### src/rtl/reg_file_bank.sv
// Parametrised 2-read/1-write register bank with registered reads and a post-reset
// initialisation sequencer. Optional write-through forwarding: define REGFILE_BYPASS_EN.
module reg_file_bank #(
    parameter int DATA_W    = 16,
    parameter int ADDR_W    = 3,
    parameter int INIT_MODE = 1,
    parameter int R0_ZERO   = 0
) (
    input  logic              clock,
    input  logic              reset,
    input  logic              reg_write,
    input  logic [ADDR_W-1:0] rs,
    input  logic [ADDR_W-1:0] rt,
    input  logic [ADDR_W-1:0] rd,
    input  logic [DATA_W-1:0] data_to_write,
    output logic [DATA_W-1:0] data1,
    output logic [DATA_W-1:0] data2,
    output logic              ready
);

    localparam int DEPTH = 2 ** ADDR_W;

    typedef enum logic {
        ST_INIT,
        ST_RUN
    } state_e;

    state_e              state_q, state_d;
    logic [ADDR_W:0]     init_idx_q, init_idx_d;
    logic                ready_q, ready_d;
    logic [DATA_W-1:0]   data1_q, data1_d;
    logic [DATA_W-1:0]   data2_q, data2_d;
    logic [DATA_W-1:0]   regs_q [DEPTH];

    logic                wr_en;
    logic [ADDR_W-1:0]   wr_addr;
    logic [DATA_W-1:0]   wr_data;
    logic [ADDR_W-1:0]   init_addr;

    assign init_addr = init_idx_q[ADDR_W-1:0];

    // NOTE: every signal driven here gets a default first so no path can infer a latch.
    always_comb begin
        state_d    = state_q;
        init_idx_d = init_idx_q;
        ready_d    = ready_q;
        data1_d    = '0;
        data2_d    = '0;
        wr_en      = 1'b0;
        wr_addr    = rd;
        wr_data    = data_to_write;

        case (state_q)
            ST_INIT: begin
                // The sequencer owns the write port; reg_write is ignored and reads stay 0.
                wr_en      = 1'b1;
                wr_addr    = init_addr;
                wr_data    = (INIT_MODE == 1) ? DATA_W'(init_addr) : '0;
                if (R0_ZERO != 0 && init_addr == '0) begin
                    wr_data = '0;
                end
                init_idx_d = init_idx_q + (ADDR_W + 1)'(1);
                if (init_idx_q == (ADDR_W + 1)'(DEPTH - 1)) begin
                    state_d = ST_RUN;
                    ready_d = 1'b1;
                end
            end

            ST_RUN: begin
                wr_en   = reg_write && !(R0_ZERO != 0 && rd == '0);
                data1_d = regs_q[rs];
                data2_d = regs_q[rt];
`ifdef REGFILE_BYPASS_EN
                if (wr_en && wr_addr == rs) data1_d = wr_data;
                if (wr_en && wr_addr == rt) data2_d = wr_data;
`endif
                // Hard-wired zero wins over both storage and forwarding.
                if (R0_ZERO != 0 && rs == '0) data1_d = '0;
                if (R0_ZERO != 0 && rt == '0) data2_d = '0;
            end

            default: begin
                state_d = ST_INIT;
            end
        endcase
    end

    // NOTE: sequential state uses non-blocking assignments so all registers see pre-edge values.
    always_ff @(posedge clock) begin
        if (reset) begin
            state_q    <= ST_INIT;
            init_idx_q <= '0;
            ready_q    <= 1'b0;
            data1_q    <= '0;
            data2_q    <= '0;
        end else begin
            state_q    <= state_d;
            init_idx_q <= init_idx_d;
            ready_q    <= ready_d;
            data1_q    <= data1_d;
            data2_q    <= data2_d;
        end
    end

    // NOTE: storage has no reset term; the sequencer rewrites every entry after reset.
    always_ff @(posedge clock) begin
        if (!reset && wr_en) begin
            regs_q[wr_addr] <= wr_data;
        end
    end

    assign data1 = data1_q;
    assign data2 = data2_q;
    assign ready = ready_q;

endmodule

### config.mk
export PLATFORM = sky130hd
export DESIGN_NAME = reg_file_bank
export DESIGN_NICKNAME = d
export VERILOG_FILES = /design/src/rtl/reg_file_bank.sv
export SDC_FILE = /design/constraint.sdc
export NUM_CORES = 1
export LEC_CHECK = 0
export CORE_MARGIN = 10
export CORE_UTILIZATION = 58
export DETAILED_ROUTE_END_ITERATION = 10
export PLACE_DENSITY = 0.81
export SLEW_MARGIN = 0
export SYNTH_ARGS = -nofsm -noshare
export SYNTH_HDL_FRONTEND = slang
export SYNTH_SLANG_ARGS = --single-unit
### constraint.sdc
create_clock -name clock -period 2.8 [get_ports clock]
set_input_delay 0.7 -clock clock [delete_from_list [all_inputs] [get_ports clock]]
set_output_delay 0.7 -clock clock [all_outputs]
set_load 0.02 [all_outputs]
==> impl_metrics.tcl <==
set metrics [dict create \
    status "finished, final reports clean" \
    grt_pass1_vias 4553 \
    dp_hpwl_um 10070 \
    fin_tns_setup_ns 0 \
    io_pins 61 \
    nFillCells 777 \
    grt_pass1_wl_um 24850 \
    max_freq_mhz 481.6 \
    post_cts_resized 0 \
    layout-drive-gt1-share 0.1439 \
    hold_depth 2 \
    synth_common_cells "129 x mux2i_1, 128 x edfxtp_1, 54 x o22ai_1" \
    hold_path_end "ready" \
    drc_errors 0 \
    yosysSeqAreaShare 0.6445 \
    area_growth_pct 18.90 \
    ys_types 35 \
    viasPerCell 5.999 \
    fin_crit_sh 0.7415 \
    path_clk_slew_ns 0.06 \
    rsz0062_at_grt "no" \
    dieArea_um2 17160 \
    fp.dieW_um 131.0 \
    async_flop_share 0 \
    crit_buf_inv 1 \
    ant_nets 0 \
    clock_sinks 166 \
    core_area_um2 12060 \
    r2r-start "state_q" \
    track_usage 0.1967 \
    cts_tree "done" \
    p_per_area_nw_per_um2 606.7 \
    syn_avg_cell_area_um2 14.55 \
    regToRegSetupSlack_ns 1.00 \
    worstHoldStart "ready" \
    synth_edf_count 128 \
    firstDrtPassIters 6 \
    die_h_um 131.0 \
    hp-class "flip-flop to flip-flop" \
    initialDrtViolationCount 422 \
    drv_cap 0 \
    clock_skew_ns 0.01388 \
    critPathKind "flip-flop to primary output" \
    place.gp.congestion 0.7757 \
    regToRegEndpoint "regs_q[3][9]" \
    ys_warn_count 0 \
    syn_inst 491 \
    slew_viol_final 0 \
    crit_family "buffers and inverters" \
    yosysMostFrequentCell "mux2i_1" \
    cts-hold-fix-buffers 0 \
    regArea_um2 4604 \
    yosys-top-cells-area "edfxtp_1 54%, mux2i_1 18%, dfxtp_1 11%, o22ai_1 4.7%, o22ai_2 1.8%" \
    htree_num_levels 4 \
    final-setup-viol-count 0 \
    overflow 0 \
    arrival_ns 1.38 \
    synth-main-ff-cell "edfxtp_1" \
    std_cell_rows 40 \
    crit_path_top_delay_cell "clkdlybuf4s50_1" \
    cts_setup_buffers 0 \
    end_kind "primary output" \
    grt_max_degree 65 \
    antenna-diode-count 0 \
    multi_input_area_um2 2362 \
    routedWlPerCell_um 22.22 \
    antenna_found_initial 0 \
    layout_min_cycle_time_ns 2.076 \
    vdd_drop_max_uv 487.6 \
    syn_nets 520 \
    cts_buffer_depth 2 \
    hold_viol_final 0 \
    max_slew_margin 0.6648 \
    synthesis.area_um2 7144 \
    cp_max_fo 2 \
    dp_slack_ns 0.4098 \
    setup_slack_ns 0.7238 \
    synth_top_area_cell "edfxtp_1" \
    wl_um 16400 \
    tightest_slew_ns 0.5028 \
    worst_setup_path_start_kind "flip-flop" \
    start_util 0.5923 \
    critPathMaxStageDelay_ns 0.61 \
    port_buffers 60 \
    crit_chain "clkdlybuf4s50_1" \
    ys_ff_latch 166 \
    critPathRequiredTime_ns 2.10 \
    yosysTopAreaCellShare 0.5380 \
    rr_worst_depth 5 \
    leakagePower_nw 3.278 \
    cts_buffers 17 \
    route.vias.total 4427 \
    cts_root_buf "clkbuf_16" \
    fin_nets 586 \
    clock_latency_ns 0.44 \
]
worst max-delay path by stage:
stage | from | depth (start not counted) | slack (ns) | endpoint
after floorplan | state_q | 5 | 0.62 | regs_q[4][0]
after global placement | reset | 5 | 0.48 | regs_q[4][11]
after detailed placement | reset | 5 | 0.41 | regs_q[4][11]
after CTS | ready | 1 | 0.71 | ready
after global routing | ready | 1 | 0.68 | ready
final | ready | 1 | 0.72 | ready
flip-flops by register name, summed over array words and instances, names as in the netlist:
name	flops
regs_q	128
ready	1
state_q	1
data2	16
data1	16
init_idx_q	4
final cells by class:
| cell class | instances | share of cell area |
|---|---|---|
| clock buffers | 17 | 0.05008 |
| clock inverters | 15 | 0.01252 |
| inverters | 2 | 0.0008838 |
| multi-input cells | 289 | 0.2781 |
| flip-flops and latches | 166 | 0.5421 |
| well taps | 168 | 0.02475 |
| repair buffers | 81 | 0.09162 |
report_power, final:
group	total, mW	switching, mW	leakage, nW	internal, mW
logic	0.306	0.167	1.55	0.139
registers	2.75	0.0403	1.47	2.71
clock network	2.10	0.968	0.254	1.13
metal layers:
layer  up-vias  part of all wire  track usage  routed length [µm]
li1       2028                 -            -                   -
met1      2177              0.40       0.2284                6553
met2       193              0.51       0.3436                8401
met3        29             0.069      0.04553                1124
met4         0             0.019      0.08044                 318
met5         -                 0            0                   0
metrics by stage:
stage	area (µm²)	total power [mW]	std cells	util	hold slack (ns)
floorplan	7144	2.980	491	-	0.4797
global placement	7963	3.081	706	0.6602	0.4730
detailed placement	7963	3.097	706	0.6602	0.4700
CTS	8494	5.165	738	0.7043	0.4850
global route	8494	5.310	738	0.7043	0.5296
finish	8494	5.154	738	0.7043	0.4828
cell usage in the layout, fill, tap and decap left out, types with 3 or more instances in the layout:
cell type / netlist / layout
o22ai_1: 54 / 54
clkdlybuf4s50_1: 0 / 58
clkinvlp_4: 0 / 4
dfxtp_1: 38 / 38
nand2_1: 4 / 4
clkinv_2: 0 / 4
clkbuf_16: 0 / 17
and2_1: 13 / 13
buf_4: 2 / 21
or2_1: 15 / 15
nand4b_1: 3 / 3
nor2_1: 17 / 17
or2_2: 17 / 17
o22ai_2: 10 / 10
edfxtp_1: 128 / 128
mux2i_1: 129 / 129
inv_6: 0 / 4
nand4bb_1: 4 / 4
cell families after synthesis:
family	share of synthesized area
adder cells (fa/ha/maj)	0.001751
flip-flops	0.6445
AO/OA/AOI/OAI	0.07268
XOR/XNOR	0.003678
AND/OR/NAND/NOR	0.07023
multiplexers	0.1823
buffers and inverters	0.02487
Power figures use the tool's default switching activity.
==> RTL change, RTL diff (config.mk and constraints unchanged) <==
Set the parameter `R0_ZERO` to 1 (it was 0).
--- a/src/rtl/reg_file_bank.sv
+++ b/src/rtl/reg_file_bank.sv
@@ -4,7 +4,7 @@
     parameter int DATA_W    = 16,
     parameter int ADDR_W    = 3,
     parameter int INIT_MODE = 1,
-    parameter int R0_ZERO   = 0
+    parameter int R0_ZERO   = 1
 ) (
     input  logic              clock,
     input  logic              reset,
Check against the original RTL: same outputs for any inputs over 10 cycles, from zero or initial values and one cycle with reset high; that may be too few to reach the edited logic, so the function may still have changed.
==> RTL change against the unedited design <==
  * Non-clock buffer count is 4 higher
  * Synthesized cell count is 7.9% lower
  * Global-route usage hardly changed
  * Cell area is 5.5% lower
  * First-iteration DRC count is 6.9% lower
  * Routed wire length is 3.4% lower
  * Worst setup slack worse by 0.033 ns
  * Critical path depth is 5 higher
  * Combinational power is 6.9% higher
  * Sequential cell count is 16 lower
  * Power is 0.46% lower
  * Clock skew is 0.0075 ns lower
  * Synthesized area is 6.2% lower
  * Clock power is 12% higher
  * Largest power group unchanged
  * Highest routed layer unchanged
==> RTL change: results (changes against the unedited design) <==
metric;value;unit;change
Post-synth ARST share;0;%;unchanged
WL met3;1192;um;+6.0%
initial antenna violation count;0;;unchanged
Max rail drop VDD;515.9;uV;+5.8%
clock buffer count from CTS;17;;unchanged
crit-path leading delay family;buffers and inverters;;
deepest clock path buffer count;2;;unchanged
Starting DRT DRC Count;393;;-6.9%
Vias;4218;;-4.7%
Final ANT Viol Nets;0;;unchanged
final wirelength;15850;um;-3.4%
crit path max fanout;16;;+14
max reg flops;112;;-13%
GR Util All Layers;19.68;%;about the same
met2 WL;8444;um;+0.51%
pin count of the biggest net entering global routing;35;;-46%
number of global-route vias before repair;4529;;-0.53%
largest cells by area after synthesis;edfxtp_1, mux2i_1, dfxtp_1;;
Largest Register;regs_q;;
top sig layer;met4;;
post-DP HPWL;9679;um;-3.8%
Syn Inst Count;452;;-7.9%
Vias/cell;6.267;;+4.5%
IO buf count;60;;unchanged
worst-margin pin slew;0.6521;ns;+0.1492 ns
routability cong.;0.8164;;+5.2%
Post-Place Cell Area;7417;sq um;-6.9%
Final #Nets;547;;-6.7%
pre-CTS WS;0.2810;ns;-0.1288 ns
Inserted Diodes;0;;unchanged
CP arrival;2.20;ns;+0.82 ns
status;completed;;
Yosys cell types;37;;+5.7%
Pleak;0.003073;uW;-6.3%
# resized after CTS;0;;unchanged
first-pass GRT wire length;24480;um;-1.5%
CP max stage cell;clkdlybuf4s50_1;;
Final Max Tran Viols;0;;unchanged
root buffer cell;clkbuf_16;;
Post-CTS Setup Bufs;0;;unchanged
Sw Share;20.74;%;-2.1 points
synth warn;0;;unchanged
Worst Skew;0.006371;ns;-0.007507 ns
Seq/Total Area, Yosys;61.53;%;-2.9 points
top cells by count, synth;edfxtp_1, mux2i_1, dfxtp_1;;
Clk Latency, worst-skew pair;0.42;ns;-0.02 ns
H-Tree Level Count;4;;unchanged
Post-synth EDFFs;112;;-13%
Clk pin slew, worst setup/hold paths;0.06;ns;about the same
detailed-router iteration count before antenna repair;5;;-1
post-synthesis net count;482;;-7.3%
worst min path class;register to register;;
M1 WL;5882;um;-10%
layout cell share with drive strength beyond 1;17.17;%;+2.8 points
CP max stage delay;0.42;ns;-0.19 ns
dpl cells;641;;-9.2%
RTL change: cells by family after synthesis:
| logic type | Yosys count | synth area share [%] |
|---|---|---|
| and+or+nand+nor | 82 | 6.198 |
| muxes | 98 | 14.65 |
| adders and majority gates | 2 | 0.3733 |
| xor gates and xnor gates | 3 | 0.3921 |
| buffers and inverters | 43 | 4.107 |
| DFF | 150 | 61.53 |
| AOI/OAI and AO/OA | 74 | 12.75 |
RTL change: final timing paths:
path | start | to | slack (ns) | cells after the start
worst min-delay path | ready$_SDFFE_PP0P_ | ready$_SDFFE_PP0P_ | 0.50 | 2
worst min register to register | ready$_SDFFE_PP0P_ | ready$_SDFFE_PP0P_ | 0.50 | 2
worst max register to register | state_q$_SDFF_PP0_ | regs_q[7][11]$_DFFE_PP_ | 0.75 | 5
worst max-delay path | reset | regs_q[4][12]$_DFFE_PP_ | 0.69 | 6
RTL change: layout make-up:
cell class	instances	area (sq um)
Fill cell	762	3339
Sequential cell	150	4124
Clock inverter	12	156.4
Inverter	4	15.01
Clock buffer	20	456.7
Timing Repair Buffer	85	790.8
Multi-Input combinational cell	259	2308
Tap cell	143	178.9
RTL change: per-stage QoR:
step                util (%)  power (uW)  hold slack (ns)
floorplan                  -        2701           0.4797
global placement       65.24        2801           0.4569
detailed placement     65.24        2815           0.4713
CTS                    70.63        5145           0.4940
global route           70.63        5264           0.5473
finish                 70.63        5130           0.4954
RTL change: power by group through the flow:
stage / sequential [uW] / combinational (uW) / clock, uW
final: 2450 / 327 / 2360
after detailed placement: 2490 / 325 / 0
after global routing: 2450 / 349 / 2470
after CTS: 2450 / 326 / 2370
after global placement: 2490 / 313 / 0
after floorplan: 2480 / 217 / 0
RTL change: metal layers:
| layer | vias up | track usage, % |
|---|---|---|
| met2 | 184 | 34.72 |
| met3 | 25 | 5.045 |
| met1 | 2111 | 22.09 |
| met4 | 0 | 8.171 |
| met5 | - | 0 |
| li1 | 1898 | - |
RTL change: worst min-delay path, stage by stage (launching register included):
cell	delay (ns)
dfxtp_1	0.33
a31oi_1	0.05
nor2_1	0.08
